## src/rtl/ahb_bm_arbiter_if.sv

```systemverilog
// rtl/ahb_bm_arbiter_if.sv - bus request/grant and config port bundle for the bus-master arbiter
interface ahb_bm_arbiter_if #(
    parameter int NMST = 8
);
    logic [NMST-1:0] HBUSREQ;
    logic [1:0]      HTRANS;
    logic            HREADY;
    logic [NMST-1:0] HGRANT;
    logic [2:0]      HMASTER;
    logic            cfg_we;
    logic [1:0]      cfg_addr;
    logic [31:0]     cfg_wdata;
    logic [31:0]     cfg_rdata;

    modport slave (
        input  HBUSREQ, HTRANS, HREADY, cfg_we, cfg_addr, cfg_wdata,
        output HGRANT, HMASTER, cfg_rdata
    );

    modport master (
        output HBUSREQ, HTRANS, HREADY, cfg_we, cfg_addr, cfg_wdata,
        input  HGRANT, HMASTER, cfg_rdata
    );
endinterface

```

## src/rtl/ahb_bm_arbiter.sv

```systemverilog
// rtl/ahb_bm_arbiter.sv - round-robin bus-master arbiter with per-tenure beat limit
module ahb_bm_arbiter #(
    parameter int NMST         = 8,
    parameter int DEF_MAXBEATS = 16
) (
    input  logic              HCLK,
    input  logic              HRESETn,
    ahb_bm_arbiter_if.slave   bus
);
    localparam int IW = (NMST > 1) ? $clog2(NMST) : 1;

    typedef enum logic [1:0] {
        S_IDLE = 2'b00,
        S_OWN  = 2'b01
    } state_t;

    state_t          state, state_nx;
    logic [NMST-1:0] grant, grant_nx;
    logic [NMST-1:0] mask;
    logic [NMST-1:0] elig;
    logic [NMST-1:0] owner_bit;
    logic [2:0]      hmaster, hmaster_nx;
    logic [IW-1:0]   last, last_nx;
    logic [IW-1:0]   cand, winner;
    logic [7:0]      beat_cnt, beat_cnt_nx;
    logic [7:0]      maxbeats;
    logic [8:0]      beat_sum;
    logic            found;
    logic            limit_hit;
    logic            others;
    logic            release_now;

    assign elig      = bus.HBUSREQ & mask;
    assign owner_bit = NMST'(1) << last;

    // Search starts just above the last owner, so the last owner is considered last.
    always_comb begin
        winner = '0;
        found  = 1'b0;
        cand   = '0;
        for (int i = 0; i < NMST; i++) begin
            cand = IW'((int'(last) + 1 + i) % NMST);
            if (!found && elig[cand]) begin
                winner = cand;
                found  = 1'b1;
            end
        end
    end

    assign beat_sum    = {1'b0, beat_cnt} + {8'd0, bus.HTRANS[1]};
    assign limit_hit   = (maxbeats != 8'd0) && (beat_sum >= {1'b0, maxbeats});
    assign others      = |(elig & ~owner_bit);
    assign release_now = !bus.HBUSREQ[last] || !mask[last] || (limit_hit && others);

    always_comb begin
        state_nx    = state;
        grant_nx    = grant;
        hmaster_nx  = hmaster;
        last_nx     = last;
        beat_cnt_nx = beat_cnt;
        case (state)
            S_IDLE: begin
                if (found) begin
                    state_nx    = S_OWN;
                    grant_nx    = NMST'(1) << winner;
                    hmaster_nx  = 3'(winner);
                    last_nx     = winner;
                    beat_cnt_nx = 8'd0;
                end
            end
            S_OWN: begin
                if (bus.HREADY) begin
                    if (release_now) begin
                        beat_cnt_nx = 8'd0;
                        if (found) begin
                            grant_nx   = NMST'(1) << winner;
                            hmaster_nx = 3'(winner);
                            last_nx    = winner;
                        end else begin
                            state_nx = S_IDLE;
                            grant_nx = '0;
                        end
                    end else if (limit_hit) begin
                        beat_cnt_nx = 8'd0;
                    end else begin
                        beat_cnt_nx = beat_sum[8] ? 8'hFF : beat_sum[7:0];
                    end
                end
            end
            default: begin
                state_nx = S_IDLE;
                grant_nx = '0;
            end
        endcase
    end

    always_ff @(posedge HCLK or negedge HRESETn) begin
        if (!HRESETn) begin
            state    <= S_IDLE;
            grant    <= '0;
            hmaster  <= 3'd0;
            last     <= IW'(NMST - 1);
            beat_cnt <= 8'd0;
        end else begin
            state    <= state_nx;
            grant    <= grant_nx;
            hmaster  <= hmaster_nx;
            last     <= last_nx;
            beat_cnt <= beat_cnt_nx;
        end
    end

    // Config writes land on the same edge as arbitration, which still sees the old values.
    always_ff @(posedge HCLK or negedge HRESETn) begin
        if (!HRESETn) begin
            mask     <= '1;
            maxbeats <= 8'(DEF_MAXBEATS);
        end else if (bus.cfg_we) begin
            case (bus.cfg_addr)
                2'd0:    mask     <= bus.cfg_wdata[NMST-1:0];
                2'd1:    maxbeats <= bus.cfg_wdata[7:0];
                default: ;
            endcase
        end
    end

    always_comb begin
        bus.cfg_rdata = 32'd0;
        case (bus.cfg_addr)
            2'd0:    bus.cfg_rdata = 32'(mask);
            2'd1:    bus.cfg_rdata = {24'd0, maxbeats};
            2'd2:    bus.cfg_rdata = {20'd0, state, hmaster, 8'(grant)};
            default: bus.cfg_rdata = 32'd0;
        endcase
    end

    assign bus.HGRANT  = grant;
    assign bus.HMASTER = hmaster;
endmodule

```

## src/flat_wrapper.sv

```systemverilog
// flat-port wrapper written by rule: the top's interface ports become plain ports
module ahb_bm_arbiter_flat 
#(
    parameter int NMST         = 8,
    parameter int DEF_MAXBEATS = 16
)
  (HCLK, HRESETn, bus_HBUSREQ, bus_HTRANS, bus_HREADY, bus_cfg_we, bus_cfg_addr, bus_cfg_wdata, bus_HGRANT, bus_HMASTER, bus_cfg_rdata);
  ahb_bm_arbiter_if #(.NMST(NMST)) bus_i ();
  input  logic HCLK;
  input  logic HRESETn;
  input wire logic [$bits(bus_i.HBUSREQ)-1:0] bus_HBUSREQ;
  input wire logic [$bits(bus_i.HTRANS)-1:0] bus_HTRANS;
  input wire logic [$bits(bus_i.HREADY)-1:0] bus_HREADY;
  input wire logic [$bits(bus_i.cfg_we)-1:0] bus_cfg_we;
  input wire logic [$bits(bus_i.cfg_addr)-1:0] bus_cfg_addr;
  input wire logic [$bits(bus_i.cfg_wdata)-1:0] bus_cfg_wdata;
  output wire logic [$bits(bus_i.HGRANT)-1:0] bus_HGRANT;
  output wire logic [$bits(bus_i.HMASTER)-1:0] bus_HMASTER;
  output wire logic [$bits(bus_i.cfg_rdata)-1:0] bus_cfg_rdata;
  assign bus_i.HBUSREQ = bus_HBUSREQ;
  assign bus_i.HTRANS = bus_HTRANS;
  assign bus_i.HREADY = bus_HREADY;
  assign bus_i.cfg_we = bus_cfg_we;
  assign bus_i.cfg_addr = bus_cfg_addr;
  assign bus_i.cfg_wdata = bus_cfg_wdata;
  assign bus_HGRANT = bus_i.HGRANT;
  assign bus_HMASTER = bus_i.HMASTER;
  assign bus_cfg_rdata = bus_i.cfg_rdata;
  ahb_bm_arbiter #(.NMST(NMST), .DEF_MAXBEATS(DEF_MAXBEATS)) u_core (.HCLK(HCLK), .HRESETn(HRESETn), .bus(bus_i));
endmodule
```

## config.mk

```make
export PLATFORM = sky130hd
export DESIGN_NAME = ahb_bm_arbiter_flat
export DESIGN_NICKNAME = d
export VERILOG_FILES = /design/src/rtl/ahb_bm_arbiter_if.sv /design/src/rtl/ahb_bm_arbiter.sv /design/src/flat_wrapper.sv
export SDC_FILE = /design/constraint.sdc
export NUM_CORES = 1
export LEC_CHECK = 0
export CORE_UTILIZATION = 50
export CTS_CLUSTER_SIZE = 8
export DETAILED_ROUTE_END_ITERATION = 7
export PLACE_DENSITY_LB_ADDON = 0.1
export SKIP_LAST_GASP = 1
export SYNTH_ARGS = -nofsm -noshare
export SYNTH_HDL_FRONTEND = slang
export SYNTH_SLANG_ARGS = --single-unit
```

## constraint.sdc

```tcl
create_clock -name HCLK -period 5.1 [get_ports HCLK]
set_clock_uncertainty 0.15 [all_clocks]
set_input_delay 0.765 -clock HCLK [delete_from_list [all_inputs] [get_ports HCLK]]
set_output_delay 0.765 -clock HCLK [all_outputs]
set_load 0.1 [all_outputs]
```

; After elaboration in Yosys (flattened, before gate mapping)
; Index checks and enable logic that the tools add are counted.
[totals]
ff_bits = 40
word_cells = 130
inputBits = 48
out_inout_bits = 43
[classes]
n_addsub = 9
n_shift = 2
n_mux = 61
bitwise_logic = 3
reduce_logical = 31
n_eq_ne = 7
magnitude_cmp = 10
[ops]
columns = op, count
row1 = $mux 8, 9
row2 = $mux 3, 14
row3 = $pmux 13 s3, 1
row4 = $lt 3x4->1 const B, 9
row5 = $pmux 8 s2, 2
row6 = $bmux 1 s3, 10
row7 = $mux 1, 18
row8 = $and 8x8->8, 2
row9 = $shl 1x3->8 const A, 2
row10 = $add 3x3->3 const B, 4
row11 = $pmux 3 s2, 2
row12 = $add 8x1->9, 1
row13 = $ge 9x8->1, 1
row14 = $logic_and 1x1->1, 9
row15 = $logic_not 1->1, 9
row16 = $reduce_and 3->1, 3
row17 = $mux 2, 4
row18 = $not 8->8, 1
row19 = $reduce_bool 8->1, 1
row20 = $reduce_or 8->1, 1
row21 = $add 3x1->3 const B, 2
row22 = $add 3x2->3 const B, 2
row23 = $eq 2x1->1 const B, 2
row24 = $logic_not 2->1, 2
row25 = 8 further kinds, 12

; Longest topological paths before layout
[depth]
word_depth = 30
ltp_mapped = 14
ltp_nobuf = 12

; Worst setup path before layout
; Ideal clock, no wire load.
[synth_path]
path_type = input to output
from = in bus_cfg_addr[1]
to = out bus_cfg_rdata[2]
t_arrival_ns = 3.421
cell_stages = 3
slack_ns = 0.764
n_path_buf = 1
path_cell_list = buf_1 > mux2i_1 > o21ai_0
[synth_via]
elab_chain_cells = 2
elab_cells_between_ends = 4
[synth_rtl]
columns = item, line_no
row1 = start: declaration, flat_wrapper.sv:15  ; input wire logic [$bits(bus_i.cfg_addr)-1:0] bus_cfg_addr;
row2 = $eq 2x2->1 (tied with other cells), ahb_bm_arbiter.sv:129  ; case (bus.cfg_addr)
row3 = $pmux 13 s3 (*), ahb_bm_arbiter.sv:129
row4 = end: declaration, flat_wrapper.sv:19  ; output wire logic [$bits(bus_i.cfg_rdata)-1:0] bus_cfg_rdata;
; Every way passes the cells marked *; elsewhere a longest branch is shown, timed or not.

; Worst setup path after layout
[layout_path]
from = reg u_core.last[0]
to = reg u_core.grant[0], in the netlist u_core.bus.HGRANT[0]
[layout_via]
elab_chain_cells = 30
elab_cells_between_ends = 76
[layout_rtl]
columns = item, line_no
row1 = start: declaration, ahb_bm_arbiter.sv:23  ; logic [IW-1:0] last, last_nx;
row2 = start signal: assignment, ahb_bm_arbiter.sv:102  ; last <= IW'(NMST - 1);
row3 = start signal: assignment, ahb_bm_arbiter.sv:108  ; last <= last_nx;
row4 = branches (longest 30 deep; another with $add 3x1->3), --
row5 = end signal: assignment, ahb_bm_arbiter.sv:106  ; grant <= grant_nx;
row6 = end: declaration, ahb_bm_arbiter.sv:18  ; logic [NMST-1:0] grant, grant_nx;
; Several ways; the timed one is not identified. The select of a mux whose other input is x is not followed.
; A chain may end at the register's enable or synchronous reset.

==> metrics.md <==
| Metric | Value |
|---|---|
| Status | `completed` |
| Die Span X | `86.3 um` |
| Worst Setup End Kind | `flip-flop` |
| Switch share | `57.3%` |
| HP Class | `flip-flop to flip-flop` |
| RD Place Congestion | `0.910` |
| Worst path bufs/invs | `2` |
| Yosys warns | `0` |
| Internal power | `1.29 mW` |
| Filler Cell Count | `647` |
| Worst-Skew Late Latency | `0.30 ns` |
| Pwr per Cell Area | `751 nW/um^2` |
| Ratio of cells with drive above 1 in the final layout | `16.5%` |
| Die Y | `86.3 um` |
| R2r setup slk | `0.46 ns` |
| Average size of a mapped cell | `8.93 um^2` |
| CTS Hold Bufs | `0` |
| Maximum VDD drop | `823 uV` |
| Vias in the first global route | `2981` |
| Reg-to-Reg Start | `u_core.last[0]` |
| Clk sink count | `39` |
| Fmax achieved | `216 MHz` |
| Comb power frac | `76.3%` |
| Fraction of registers with async set/reset | `100%` |
| Number of nets with antenna violations after detailed routing | `0` |
| Die area | `7450 um^2` |
| Half-perimeter wire length after placement | `7270 um` |
| CP max-delay cell | `ha_1` |
| Number of buffers created by CTS | `5` |
| Max clock buf depth | `2` |
| H-tree Lvls | `2` |
| Final worst-path cycle share | `90.9%` |
| Unique masters post-synth | `69` |
| Slew margin rel. | `34.9%` |
| Syn Inst Count | `398` |
| Routed wire per std cell | `18.3 um` |
| Initial detailed-routing violation count | `327` |
| CTS tree | `done` |
| Drt total wl | `9770 um` |
| Num rows | `30` |
| Max-Cap Viols | `0` |
| Core ar. | `6830 um^2` |
| PostCTS Resize Cnt | `0` |
| Setup TNS | `0 ns` |
| CP Launch Type | `flip-flop` |
| Final hold violation count | `0` |
| Sequential share of power | `16.8%` |
| Dominant register cell in the synthesized netlist | `dfrtp_1` |
| Synthesized area | `3550 um^2` |
| Total global-route track usage | `27.2%` |
| Initial antenna violation count | `0` |
| Crit. Startpoint | `u_core.last[0]` |
| Pins Over Slew Limit | `0` |
| TritonRoute pass-1 iters | `6` |
| Final min period | `4.64 ns` |
| Setup violators final | `0` |
| Data required, critical path | `5.15 ns` |
| RSZ-0062 raised after global routing | `no` |
| EDFF count, synth | `0` |
| Worst path max stage delay | `0.87 ns` |
| Sw power | `1.73 mW` |
| GRT overflow | `0` |
| Vias/cell | `6.14` |
| Register area | `991 um^2` |
| Hold Path Origin | `u_core.last[2]` |
| Via count | `3270` |
| CP dominant cell by count | `o41ai_1` |
| Residual DRC count | `0` |
| Flops & latches, synth | `39` |
| Final std cells w/o fill | `533` |
| CTS Root Cell | `clkbuf_8` |
| Area delta synth->final | `13.5%` |
| Final nets | `502` |
| Port Buffers | `45` |
| CP Max Fanout | `26` |
| Post-CTS Setup Inserts | `0` |
| Pin count of the biggest net entering global routing | `40` |
| Clock Power Share | `6.9%` |
| CTS clk-pin slew, worst paths | `0.08 ns` |
| P_leak | `1.71 nW` |
| CP cell instances | `inv_2 > ha_1 > inv_1 > a21oi_1 > a221o_1 > or3_1 > and3b_1 > o41ai_1 > o31ai_1 > o41ai_1` |
| Initial Util | `52.0%` |
| Multi-input logic area | `2340 um^2` |
| IO Pins | `91` |
| Worst path arrival time | `4.68 ns` |
| Diode count | `0` |
| Top cell family by delay on the critical path | `compound AO/OA/AOI/OAI gates` |
| Setup Crit Path Kind | `flip-flop to flip-flop` |
| Post-placement cell count | `525` |
| First-pass GRT wire length | `15600 um` |
| Sequential share of the synthesized area | `27.9%` |
| Worst slew pin tran | `0.973 ns` |
power groups by stage:
stage / clock network [mW] / registers, mW / logic, mW
floorplan: 0 / 0.643 / 1.69
global placement: 0 / 0.509 / 2.24
detailed placement: 0 / 0.511 / 2.26
CTS: 0.210 / 0.505 / 2.27
global route: 0.222 / 0.518 / 2.48
finish: 0.210 / 0.509 / 2.31
final cells by class:
type / instances / share of cell area, %
timing repair buffer: 47 / 10.7
tap: 96 / 2.98
multi-input combinational: 324 / 58.0
clock buffer: 7 / 1.89
clock inverter: 1 / 0.124
inverter: 19 / 1.77
sequential: 39 / 24.6
routing by layer:
metal,wire length [um],track usage (%),vias to the layer above
met5,0,0,-
met4,79,6.06,0
met1,4650,41.0,1586
li1,-,-,1527
met2,4250,40.5,146
met3,786,5.14,11
through the flow:
stage | power, mW | worst slack (ns) | area, um^2 | hold slack (ns) | util [%]
2_1_floorplan | 2.33 | 0.764 | 3620 | 0.319 | -
3_3_place_gp | 2.74 | 0.576 | 3950 | 0.343 | 57.8
3_5_place_dp | 2.77 | 0.566 | 3950 | 0.336 | 57.8
4_1_cts | 2.99 | 0.519 | 4030 | 0.364 | 59.0
5_1_grt | 3.22 | 0.0923 | 4030 | 0.378 | 59.0
6_report | 3.03 | 0.465 | 4030 | 0.363 | 59.0
registers in the layout (all words and copies together), names as in the netlist:
register / count
u_core.beat_cnt: 8
u_core.last: 3
u_core.maxbeats: 8
u_core.mask: 8
u_core.bus.HMASTER: 3
u_core.bus.HGRANT: 8
u_core.state: 1
placed cells by master (no fill, tap or decap), types with 11 or more instances in the layout:
| master | count |
|---|---|
| nand2_1 | 44 |
| clkdlybuf4s50_1 | 32 |
| o21ai_0 | 27 |
| dfrtp_1 | 27 |
| nor2_1 | 21 |
| conb_1 | 20 |
| inv_1 | 18 |
| ha_1 | 18 |
| nand3_1 | 17 |
| mux2_2 | 16 |
| buf_4 | 14 |
| dfstp_2 | 12 |
| mux2i_1 | 11 |
| and2_1 | 11 |
| a21oi_1 | 11 |
worst paths after layout:
kind,end,cells past startpoint
setup reg to reg,u_core.bus.HGRANT[0],10
hold / removal,u_core.last[2],2
hold reg to reg,u_core.last[2],2
setup / recovery,u_core.bus.HGRANT[0],10
min in group asynchronous,u_core.maxbeats[6],1
max in group asynchronous,u_core.bus.HGRANT[4],1
worst reg2reg max path: cells and delay by family (launching register included):
kind	cells	cell delay (ns)
buffers and inverters	2	0.67
flip-flops	1	0.64
AND/OR/NAND/NOR	2	0.47
AO/OA/AOI/OAI	5	1.73
adder cells (fa/ha/maj)	1	0.88
logic make-up after synthesis:
kind of cell / after synthesis / share of synthesized area (%)
flip-flops: 39 / 27.9
AND/OR/NAND/NOR: 139 / 20.9
multiplexers: 34 / 12.6
XOR/XNOR: 10 / 2.47
buffers and inverters: 54 / 8.28
other: 1 / 0.106
adder cells (fa/ha/maj): 18 / 6.34
AO/OA/AOI/OAI: 103 / 21.4
cells in the mapped netlist (3+ instances only):
master | number | area (um^2)
a21o_1 | 3 | 22.5
a21oi_1 | 11 | 55.1
a221o_1 | 3 | 30.0
a221oi_1 | 3 | 26.3
a31o_2 | 3 | 26.3
a32o_1 | 4 | 40.0
a41oi_1 | 7 | 61.3
and2_1 | 11 | 68.8
buf_1 | 4 | 15.0
buf_2 | 7 | 35.0
buf_4 | 22 | 165
dfrtp_1 | 27 | 676
dfstp_2 | 12 | 315
ha_1 | 18 | 225
inv_1 | 18 | 67.6
mux2_2 | 16 | 180
mux2i_1 | 11 | 110
mux4_2 | 7 | 158
nand2_1 | 44 | 165
nand3_1 | 17 | 85.1
nand4_1 | 7 | 43.8
nand4b_1 | 6 | 52.6
nand4bb_1 | 3 | 33.8
nor2_1 | 21 | 78.8
nor2b_1 | 5 | 31.3
nor3_1 | 5 | 25.0
o211ai_1 | 5 | 37.5
o21ai_0 | 27 | 135
o22ai_1 | 3 | 18.8
o31a_1 | 3 | 26.3
o31ai_1 | 7 | 52.6
o41ai_1 | 3 | 26.3
xnor2_1 | 5 | 43.8
xor2_1 | 5 | 43.8
No activity file was read; power rests on OpenSTA's default activity.
